## src/rtl/wb_timing_regs.sv

```systemverilog
// Wishbone slave with scratch registers and programmable ack wait states.
// Define WB_TIMING_STATS_EN to add the CYCLES, LAST_LAT and TXN_CNT counters.
module wb_timing_regs #(
    parameter int unsigned NREGS     = 4,
    parameter logic [31:0] BASE_ADDR = 32'h3000_0000
) (
    input  logic        wb_clk_i,
    input  logic        wb_rst_ni,
    input  logic        wbs_stb_i,
    input  logic        wbs_cyc_i,
    input  logic        wbs_we_i,
    input  logic [3:0]  wbs_sel_i,
    input  logic [31:0] wbs_dat_i,
    input  logic [31:0] wbs_adr_i,
    output logic        wbs_ack_o,
    output logic [31:0] wbs_dat_o
);

    typedef enum logic [1:0] {StIdle, StWait, StAck} state_e;

    localparam logic [5:0] IdxCtrl    = 6'd0;
    localparam logic [5:0] IdxCycles  = 6'd1;
    localparam logic [5:0] IdxLastLat = 6'd2;
    localparam logic [5:0] IdxTxnCnt  = 6'd3;

    state_e      state_q, state_d;
    logic [3:0]  wait_q, wait_d;
    logic [3:0]  wcnt_q, wcnt_d;
    logic [5:0]  idx_q, idx_d;
    logic        we_q, we_d;
    logic [3:0]  sel_q, sel_d;
    logic [31:0] wdat_q, wdat_d;
    logic        ack_q, ack_d;
    logic [31:0] rdata_q, rdata_d;
    logic [31:0] scratch_q [NREGS];
    logic [31:0] scratch_d [NREGS];

    logic        hit;
    logic        enter_ack;
    logic [5:0]  t_idx;
    logic        t_we;
    logic [3:0]  t_sel;
    logic [31:0] t_dat;

`ifdef WB_TIMING_STATS_EN
    logic [31:0] cycles_q, cycles_d;
    logic [31:0] last_lat_q, last_lat_d;
    logic [31:0] txn_q, txn_d;
    logic [3:0]  lwait_q, lwait_d;
    logic [3:0]  t_lwait;
`endif

    logic unused_adr;
    assign unused_adr = ^wbs_adr_i[1:0];

    assign hit = wbs_stb_i & wbs_cyc_i & (wbs_adr_i[31:8] == BASE_ADDR[31:8]);

    always_comb begin
        state_d = state_q;
        wcnt_d  = wcnt_q;
        idx_d   = idx_q;
        we_d    = we_q;
        sel_d   = sel_q;
        wdat_d  = wdat_q;
`ifdef WB_TIMING_STATS_EN
        lwait_d = lwait_q;
`endif
        unique case (state_q)
            StIdle: begin
                if (hit) begin
                    idx_d   = wbs_adr_i[7:2];
                    we_d    = wbs_we_i;
                    sel_d   = wbs_sel_i;
                    wdat_d  = wbs_dat_i;
                    wcnt_d  = wait_q;
`ifdef WB_TIMING_STATS_EN
                    lwait_d = wait_q;
`endif
                    state_d = (wait_q != 4'd0) ? StWait : StAck;
                end
            end
            StWait: begin
                if (!(wbs_stb_i && wbs_cyc_i)) begin
                    state_d = StIdle;
                end else begin
                    wcnt_d = wcnt_q - 4'd1;
                    if (wcnt_q == 4'd1) begin
                        state_d = StAck;
                    end
                end
            end
            StAck:   state_d = StIdle;
            default: state_d = StIdle;
        endcase
    end

    // With WAIT = 0 the accept edge is also the ACK entry edge, so use the live bus fields.
    always_comb begin
        if (state_q == StIdle) begin
            t_idx   = wbs_adr_i[7:2];
            t_we    = wbs_we_i;
            t_sel   = wbs_sel_i;
            t_dat   = wbs_dat_i;
`ifdef WB_TIMING_STATS_EN
            t_lwait = wait_q;
`endif
        end else begin
            t_idx   = idx_q;
            t_we    = we_q;
            t_sel   = sel_q;
            t_dat   = wdat_q;
`ifdef WB_TIMING_STATS_EN
            t_lwait = lwait_q;
`endif
        end
    end

    assign enter_ack = (state_d == StAck);

    always_comb begin
        wait_d    = wait_q;
        scratch_d = scratch_q;
        ack_d     = enter_ack;
        rdata_d   = '0;
`ifdef WB_TIMING_STATS_EN
        cycles_d   = cycles_q + 32'd1;
        last_lat_d = last_lat_q;
        txn_d      = txn_q;
        if (enter_ack) begin
            txn_d      = txn_q + 32'd1;
            last_lat_d = 32'({1'b0, t_lwait}) + 32'd1;
        end
`endif
        if (enter_ack && t_we) begin
            if (t_idx == IdxCtrl && t_sel[0]) begin
                wait_d = t_dat[3:0];
            end
            for (int unsigned i = 0; i < NREGS; i++) begin
                if (t_idx == 6'(i + 4)) begin
                    for (int b = 0; b < 4; b++) begin
                        if (t_sel[b]) begin
                            scratch_d[i][8*b +: 8] = t_dat[8*b +: 8];
                        end
                    end
                end
            end
        end
        // Counter reads return the post-edge values of the edge entering ACK.
        if (enter_ack && !t_we) begin
            if (t_idx == IdxCtrl) begin
                rdata_d = {28'd0, wait_q};
            end
`ifdef WB_TIMING_STATS_EN
            if (t_idx == IdxCycles) begin
                rdata_d = cycles_d;
            end
            if (t_idx == IdxLastLat) begin
                rdata_d = last_lat_d;
            end
            if (t_idx == IdxTxnCnt) begin
                rdata_d = txn_d;
            end
`endif
            for (int unsigned i = 0; i < NREGS; i++) begin
                if (t_idx == 6'(i + 4)) begin
                    rdata_d = scratch_q[i];
                end
            end
        end
    end

    always_ff @(posedge wb_clk_i or negedge wb_rst_ni) begin
        if (!wb_rst_ni) begin
            state_q <= StIdle;
            wait_q  <= '0;
            wcnt_q  <= '0;
            idx_q   <= '0;
            we_q    <= 1'b0;
            sel_q   <= '0;
            wdat_q  <= '0;
            ack_q   <= 1'b0;
            rdata_q <= '0;
            for (int unsigned i = 0; i < NREGS; i++) begin
                scratch_q[i] <= '0;
            end
`ifdef WB_TIMING_STATS_EN
            cycles_q   <= '0;
            last_lat_q <= '0;
            txn_q      <= '0;
            lwait_q    <= '0;
`endif
        end else begin
            state_q   <= state_d;
            wait_q    <= wait_d;
            wcnt_q    <= wcnt_d;
            idx_q     <= idx_d;
            we_q      <= we_d;
            sel_q     <= sel_d;
            wdat_q    <= wdat_d;
            ack_q     <= ack_d;
            rdata_q   <= rdata_d;
            scratch_q <= scratch_d;
`ifdef WB_TIMING_STATS_EN
            cycles_q   <= cycles_d;
            last_lat_q <= last_lat_d;
            txn_q      <= txn_d;
            lwait_q    <= lwait_d;
`endif
        end
    end

    assign wbs_ack_o = ack_q;
    assign wbs_dat_o = rdata_q;

endmodule

```

## config.mk

```make
export PLATFORM = sky130hd
export DESIGN_NAME = wb_timing_regs
export DESIGN_NICKNAME = d
export VERILOG_FILES = /design/src/rtl/wb_timing_regs.sv
export SDC_FILE = /design/constraint.sdc
export NUM_CORES = 1
export LEC_CHECK = 0
export BUFFER_PORTS_ARGS = -buffer_cell sky130_fd_sc_hd__buf_2
export CAP_MARGIN = 25
export CORE_AREA = 2 2 149 151
export CTS_BUF_LIST = sky130_fd_sc_hd__clkbuf_8 sky130_fd_sc_hd__clkbuf_16
export CTS_CLUSTER_SIZE = 25
export DETAILED_ROUTE_END_ITERATION = 7
export DIE_AREA = 0 0 151 153
export GPL_ROUTABILITY_DRIVEN = 0
export SLEW_MARGIN = 10
export SYNTH_ARGS = -nofsm -noshare
export SYNTH_HDL_FRONTEND = slang
export SYNTH_SLANG_ARGS = --single-unit
```

## constraint.sdc

```tcl
create_clock -name wb_clk_i -period 6.6 [get_ports wb_clk_i]
set_input_delay 1.65 -clock wb_clk_i [delete_from_list [all_inputs] [get_ports wb_clk_i]]
set_output_delay 1.65 -clock wb_clk_i [all_outputs]
set_load 0.05 [all_outputs]
```

After elaboration in Yosys (flattened, before gate mapping)

Index checks and enable logic that the tools add are counted.

Register bits after elaboration: 214
Word-level logic and storage cells: 84
Output and inout bits: 33
Input bits: 73

Muxes and demuxes: 18
Eq/ne operators: 10
Bitwise operators: 2
Reduce and logical (&&, ||, !) cells: 28
Add/sub/neg operators: 1

Operators with widths:

| cell                 | count |
|---|---|
| $mux 32              | 6 |
| $reduce_and 3->1     | 17 |
| $eq 24x22->1 const B | 1 |
| $eq 6x3->1 const B   | 4 |
| $mux 4               | 4 |
| $mux 2               | 4 |
| $pmux 4 s2           | 1 |
| $logic_not 6->1      | 1 |
| $mux 6               | 1 |
| $eq 4x1->1 const B   | 1 |
| $logic_and 1x1->1    | 4 |
| $ne 2x2->1 const B   | 2 |
| $pmux 2 s2           | 1 |
| $reduce_and 2->1     | 2 |
| $reduce_bool 4->1    | 1 |
| $sub 4x1->4 const B  | 1 |
| $and 1x1->1          | 2 |
| $eq 2x1->1 const B   | 1 |
| $eq 2x2->1 const B   | 1 |
| $logic_not 2->1      | 1 |
| $reduce_bool 2->1    | 1 |
| $logic_not 1->1      | 1 |
| $mux 1               | 1 |

Longest topological paths before layout

Gate-level depths: netlist of run 1.

Word-level depth: 9
Gate-level depth with buffers: 8
Depth with buffers taken out: 6

Worst setup path before layout of run 1

No wires, ideal clock.

Path kind: input port to flip-flop
Start point: input port wbs_adr_i[13]
End point: register scratch_q[0] in the netlist's numbering
Setup time: 0.125 ns
Buffers on the path: 2
Stages: 7
Arrival time: 3.206 ns
Setup slack: 3.269 ns
Data required time: 6.475 ns
Path through: nor4_1 nand4_1 nor3_2 buf_4 o2111a_1 buf_4 mux2_2

Cells in the longest elaborated chain, start to end: 7

RTL lines:

| element                           | RTL line | source |
|---|---|---|
| from (decl)                       | 14       | `input logic [31:0] wbs_adr_i,` |
| $eq 24x22->1                      | 56       | `assign hit = wbs_stb_i & wbs_cyc_i & (wbs_adr_i[31:8] == BASE_ADDR[31:8]);` |
| $and 1x1->1                       | 56       |  |
| $mux 2                            | 70       | `if (hit) begin` |
| $pmux 2 s2                        | 68       | `unique case (state_q)` |
| $eq 2x2->1                        | 118      | `assign enter_ack = (state_d == StAck);` |
| $logic_and 1x1->1                 | 134      | `if (enter_ack && t_we) begin` |
| $reduce_and 3->1 (no source line) | --       |  |
| to (signal assigned)              | 202      | `scratch_q <= scratch_d;` |
| to (decl)                         | 35       | `logic [31:0] scratch_q [NREGS];` |

Every way passes these cells.
A chain may end at the register's enable or synchronous reset.

Worst setup path in the final report of run 1

Start point: register state_q[1]
End point: register scratch_q[125] in the netlist's numbering

Cells in the longest elaborated chain, start to end: 6

RTL lines:

| element                           | RTL line | source |
|---|---|---|
| from (decl)                       | 26       | `state_e state_q, state_d;` |
| from (signal assigned)            | 174      | `state_q <= StIdle;` |
| from (signal assigned)            | 193      | `state_q <= state_d;` |
| $mux 2                            | 87       | `if (wcnt_q == 4'd1) begin` |
| $mux 2                            | 83       | `if (!(wbs_stb_i && wbs_cyc_i)) begin` |
| $pmux 2 s2                        | 68       |  |
| $eq 2x2->1                        | 118      |  |
| $logic_and 1x1->1                 | 134      |  |
| $reduce_and 3->1 (no source line) | --       |  |

Parallel ways exist; a longest one is shown, timed or not.

==> results of run 1 <==
==> final cells by class <==
cell class | instances | area, µm²
Timing Repair Buffer | 115 | 622
Tap cell | 280 | 350
Inverter | 5 | 18.8
Clock inverter | 13 | 169
Multi-Input combinational cell | 428 | 4090
Clock buffer | 28 | 644
Antenna cell | 1 | 2.50
Sequential cell | 214 | 5360
Fill cell | 1806 | 10200
==> where the power goes <==
part           total (mW)  switching (mW)  internal (mW)
combinational      0.0996          0.0687         0.0308
clock                1.36           0.510          0.847
sequential           1.31     0.000000172           1.31
total                2.77           0.578           2.19
==> path summary, 6_finish.rpt <==
check,from,slack [ns],end,depth (start not counted)
worst max-delay path,state_q[1]$_DFF_PN0_,2.75,scratch_q[125]$_DFFE_PN0P_,8
worst min-delay path,scratch_q[63]$_DFFE_PN0P_,0.48,scratch_q[63]$_DFFE_PN0P_,1
worst max register to register,state_q[1]$_DFF_PN0_,2.75,scratch_q[125]$_DFFE_PN0P_,8
worst min register to register,scratch_q[63]$_DFFE_PN0P_,0.48,scratch_q[63]$_DFFE_PN0P_,1
max in group asynchronous,wb_rst_ni,4.05,idx_q[5]$_DFFE_PN0P_,2
min in group asynchronous,wb_rst_ni,1.25,wdat_q[19]$_DFFE_PN0P_,1
==> registers in the layout (all words and copies together) (netlist names) <==
| register | count |
|---|---|
| idx_q | 6 |
| scratch_q | 128 |
| sel_q | 4 |
| state_q | 2 |
| wait_q | 4 |
| wbs_ack_o | 1 |
| wbs_dat_o | 32 |
| wcnt_q | 4 |
| wdat_q | 32 |
| we_q | 1 |
==> placed cells by master, fill, tap and decap left out, types with 5 or more instances in the layout <==
master / synthesis / routed
a221oi_1: 31 / 31
clkbuf_8: 0 / 6
nand3_1: 7 / 7
nor4_1: 8 / 8
buf_4: 10 / 11
dfrtp_1: 214 / 214
o21a_1: 6 / 6
mux2_1: 9 / 9
buf_2: 8 / 102
inv_1: 5 / 7
o2111ai_4: 11 / 11
nand2_1: 63 / 63
a311oi_1: 27 / 27
mux2_2: 203 / 203
o21ai_0: 5 / 5
clkbuf_16: 0 / 23
clkinv_2: 0 / 5
==> logic make-up after synthesis <==
family	synth area share (%)
simple gates	5.07
buf+inv	2.85
flops	55.2
mux	25.2
fa+ha+maj	0.258
compound gates	11.4
==> metrics by stage <==
stage | area (µm²) | std cells | total power [mW] | hold WS [ns] | util [%]
after global routing | 11200 | 1083 | 2.87 | 0.493 | 52.4
after detailed placement | 10400 | 1042 | 1.44 | 0.475 | 48.6
after CTS | 11200 | 1083 | 2.81 | 0.487 | 52.4
final | 11300 | 1084 | 2.77 | 0.485 | 52.4
after floorplan | 9700 | 689 | 1.37 | 0.458 | -
after global placement | 10400 | 1041 | 1.43 | 0.467 | 48.5
==> per-layer routing <==
| metal | vias to the layer above | share of wire (%) |
|---|---|---|
| li1 | 2809 | - |
| met1 | 3162 | 43 |
| met2 | 165 | 50 |
| met3 | 33 | 4.7 |
| met4 | 0 | 2.1 |
| met5 | - | 0 |
==> run summary, run 1 <==
Met2 Use GR - 33.7%
Row count - 54
EDFF count, synth - 0
Number of global-route vias before repair - 6722
Async S/R FF share, synth - 100%
Post-Route Setup TNS - 0 ns
Crit path max-delay family - buffers and inverters
Pre-CTS setup slack - 2.21 ns
Number of buffers on the longest clock path - 3
Max incr delay on CP - 0.74 ns
CP max-delay cell - and2_1
WL/cell - 20.1 µm
Setup violators final - 0
Buf/Inv on CP - 3
Pre-Repair DR Iteration Count - 5
Clock transition at path regs - 0.06 ns
Clock sink count - 214
Global-route wire length before repair - 35300 µm
Met1 Use GR - 24.9%
CP dominant cell by count - buf_4
Area leader, netlist - dfrtp_1
Critical path fanouts, max - 41
Die height - 153 µm
Most common cell in the netlist - dfrtp_1
Starting Density - 45.2%
Initial antenna violation count - 0
Predominant post-synthesis flop cell - dfrtp_1
Final net count - 862
Core box area - 21500 µm²
Final worst setup slack - 2.75 ns
Worst-path cell chain - nor2_4 -> buf_4 -> mux2i_4 -> buf_4 -> and2_1 -> buf_4 -> o2111ai_4 -> mux2_2
Clk Latency, worst-skew pair - 0.51 ns
Min Tclk post-route - 3.85 ns
Hold Fails Final Rpt - 0
CTS Hold Buffers Added - 0
Slew Viols, Final - 0
Largest net degree at the start of global routing - 111
Clock skew - 0.0156 ns
CP Class - flip-flop to flip-flop
PwrDens - 246 nW/µm²
Drt drc - 0
Synth cell types - 51
Worst-margin pin slew - 0.881 ns
Die ar. - 23100 µm²
Final global-route overflow total - 0
Part of the cycle the worst path needs - 58.3%
Worst hold path type - flip-flop to flip-flop
Yosys reg bits - 214
Top cell type's share of synthesized area - 55.2%
Type of origin of the critical path - flip-flop
Post-synthesis sequential area ratio - 55.2%
Post-Syn Area - 9700 µm²
Status - finished clean
Io pins - 106
I/O Buffers - 103
Max Cap Viol - 0
Unrepaired setup endpoints after global routing - no
Syn_area_per_cell - 14.1 µm²
F_max - 0.260 GHz
Critical path arrival - 4.24 ns
DR vias - 6169
VDD IR-drop max - 0.000155 V
Syn Inst Count - 689
Area growth from synthesis to layout - 16.0%
Drt via density - 5.69
Yosys warning count - 0
GR peak layer - met2
Root buffer cell - clkbuf_16
Syn nets - 764
Worst slew margin - 41.3%
Die Span X - 151 µm
WP data required - 6.99 ns
Synth cell count leaders - dfrtp_1, mux2_2, nand2_1, a221oi_1, a311oi_1
Post-cts gate resize count - 0
Area contributors post-synth - dfrtp_1, mux2_2, o2111ai_4
Total setup buffers inserted after CTS - 0
DPL Wire Length - 14000 µm
Routed Antenna Nets - 0
Total track usage - 19.3%
Layout cells sized above 1 - 47.7%
Grt met3 use - 3.07%
CTS Buf Count - 23
Leak pwr - 5.40 nW
CTS tree - done
Routed WL - 21800 µm
Iter 0 DRT Violations - 280
Kind of end point of the critical path - flip-flop
H-tree Lvls - 1
Note: power is estimated with default switching activity, not from simulation.
==> run 2, diff against run 1 <==
ABC_AREA = 1   (was default)
CORE_AREA = 2 2 155 157   (was 2 2 149 151)
DIE_AREA = 0 0 157 159   (was 0 0 151 153)
clock period = 3.55 ns   (was 6.6 ns; I/O delays follow)
==> run 2 against run 1 <==
  * Critical path depth is 1 higher
  * Wire length rose by 24%
  * Sequential power increased by 87%
  * Power rose by 86%
  * Fmax grew 36%
  * Hold slack worse by 0.11 ns
  * Critical endpoint is now wbs_dat_o[17]$_DFF_PN0_
  * Largest cell class unchanged
  * Highest routed layer unchanged
==> run summary, run 2 <==
Layout cells sized above 1 - 15.0%
Diodes inserted - 0
CTS Buf Count - 25
Unrepaired setup endpoints after global routing - no
Clock sink count - 214
Min Tclk post-route - 2.84 ns
R2R depth - 9
Top cell type's share of synthesized area - 50.8%
Die ar. - 25000 µm²
Syn_area_per_cell - 7.83 µm²
Tot Pwr - 5.15 mW
Worst R2R Setup Slack - 0.71 ns
Type of origin of the critical path - flip-flop
Routed WL - 26900 µm
Max reg flops - 128
Max incr delay on CP - 0.45 ns
Starting Density - 45.4%
Status - finished clean
Predominant post-synthesis flop cell - dfrtp_1
CTS Hold Buffers Added - 0
Kind of end point of the critical path - flip-flop
Most common cell in the netlist - nand2_1
DPL Wire Length - 17100 µm
Setup violators final - 0
I/O Buffers - 103
Number of buffers on the longest clock path - 3
Worst slew margin - 44.8%
Yosys reg bits - 214
CP max-delay cell - nor2_2
Routed Antenna Nets - 0
CP dominant cell by count - nor2_1
Crit path from - state_q[1]$_DFF_PN0_
Part of the cycle the worst path needs - 80.0%
Worst-path cell chain - nor2_2 -> nand2_1 -> o21ai_2 -> nand3_2 -> nor2_4 -> inv_2 -> nor2_1 -> nor2_1 -> nor2_1
Core box area - 23200 µm²
Final global-route overflow total - 0
Number of global-route vias before repair - 8441
Worst hold path type - primary input to asynchronous set/reset pin
Post-cts gate resize count - 0
Total setup buffers inserted after CTS - 0
Global-route wire length before repair - 44900 µm
Area growth from synthesis to layout - 16.3%
Pre-Repair DR Iteration Count - 5
WL/cell - 15.3 µm
Clk Latency, worst-skew pair - 0.51 ns
Critical path arrival - 3.25 ns
Synth cell count leaders - nand2_1, dfrtp_1, nand4_1, inv_1, nor2_1
Largest net degree at the start of global routing - 85
FF-to-FF Start - state_q[1]$_DFF_PN0_
Slew Viols, Final - 0
Syn Inst Count - 1346
CP Capture Point - wbs_dat_o[17]$_DFF_PN0_
Final net count - 1506
Post-synthesis sequential area ratio - 50.8%
Drt drc - 0
Initial antenna violation count - 0
Critical path fanouts, max - 27
Clock transition at path regs - 0.06 ns
Total track usage - 22.3%
Hold slack - 0.374 ns
CP Depth - 9
Leak pwr - 6.31 nW
VDD IR-drop max - 0.000288 V
Die Span X - 157 µm
Hold Fails Final Rpt - 0
Iter 0 DRT Violations - 553
Top reg by flops - scratch_q
Post-Route Setup TNS - 0 ns
Final instance area - 12300 µm²
Most frequent cells in the layout - nand2_1, dfrtp_1, nand4_1, inv_1, nor2_1
Die height - 159 µm
Yosys warning count - 0
Post-DP Area - 11500 µm²
Post-Syn Area - 10500 µm²
Clock skew - 0.00747 ns
Row count - 56
CP Class - flip-flop to flip-flop
Drt via density - 5.08
H-tree Lvls - 1
Buf/Inv on CP - 1
CTS tree - done
WP data required - 3.96 ns
Synth cell types - 35
Max Cap Viol - 0
Io pins - 106
Area leader, netlist - dfrtp_1
Async S/R FF share, synth - 100%
Worst-margin pin slew - 0.820 ns
PwrDens - 420 nW/µm²
F_max - 0.352 GHz
Fin util - 52.8%
Most common cell after layout, fill and taps aside - nand2_1
R2R Path End - wbs_dat_o[17]$_DFF_PN0_
Area contributors post-synth - dfrtp_1, nand2_1, nand4_1
Root buffer cell - clkbuf_16
Syn nets - 1421
DR vias - 8961
Crit path max-delay family - simple AND/OR/NAND/NOR gates
EDFF count, synth - 0
## run 2: worst reg2reg max path, stage by stage (launching register included)
cell and delay, ns:
dfrtp_1 0.41, nor2_2 0.45, nand2_1 0.14, o21ai_2 0.23, nand3_2 0.22, nor2_4 0.45
inv_2 0.42, nor2_1 0.19, nor2_1 0.06, nor2_1 0.18
## run 2: stage by stage
stage | std cells | setup slack (ns)
after CTS | 1765 | 0.637
after global routing | 1765 | 0.442
after global placement | 1723 | 0.544
after floorplan | 1346 | 1.28
after detailed placement | 1723 | 0.518
final | 1765 | 0.709
## run 2: layout make-up
class / instances / area, µm²
clock buffer: 33 / 736
clock inverter: 9 / 60.1
tap: 319 / 399
sequential: 214 / 5360
timing repair buffer: 136 / 861
inverter: 129 / 484
multi-input combinational: 925 / 4360
fill: 2270 / 10900
## run 2: cell families after synthesis
group | Yosys count | share of synthesized area, %
muxes | 1 | 0.107
AOI/OAI and AO/OA | 96 | 4.94
xor gates and xnor gates | 1 | 0.0831
DFF | 214 | 50.8
adders and majority gates | 2 | 0.237
buffers and inverters | 207 | 8.06
and+or+nand+nor | 825 | 35.8
## run 2: how the worst min path moves through the flow
stage                              startpoint                         to  slack (ns)  depth (start not counted)
finish                              wb_rst_ni    wbs_dat_o[25]$_DFF_PN0_        0.37                          1
global route                        wb_rst_ni    wbs_dat_o[25]$_DFF_PN0_        0.42                          1
CTS                                 wb_rst_ni  scratch_q[56]$_DFFE_PN0P_        0.39                          1
detailed placement   scratch_q[0]$_DFFE_PN0P_   scratch_q[0]$_DFFE_PN0P_        0.46                          2
global placement    scratch_q[19]$_DFFE_PN0P_  scratch_q[19]$_DFFE_PN0P_        0.46                          2
floorplan           scratch_q[26]$_DFFE_PN0P_  scratch_q[26]$_DFFE_PN0P_        0.44                          2
## run 2: routing by layer
metal	global-route usage, %	share of wire [%]	vias to the layer above
li1	-	-	4502
met1	33.2	49	4217
met2	35.1	45	210
met3	2.86	4.6	32
met4	4.34	1.4	0
met5	0	0	-
## run 2: report_power, final
part / leakage, nW / internal [mW] / switching [mW] / total, mW
logic: 2.91 / 0.0632 / 0.174 / 0.237
registers: 2.98 / 2.44 / 0.00191 / 2.45
clock network: 0.422 / 1.50 / 0.963 / 2.46
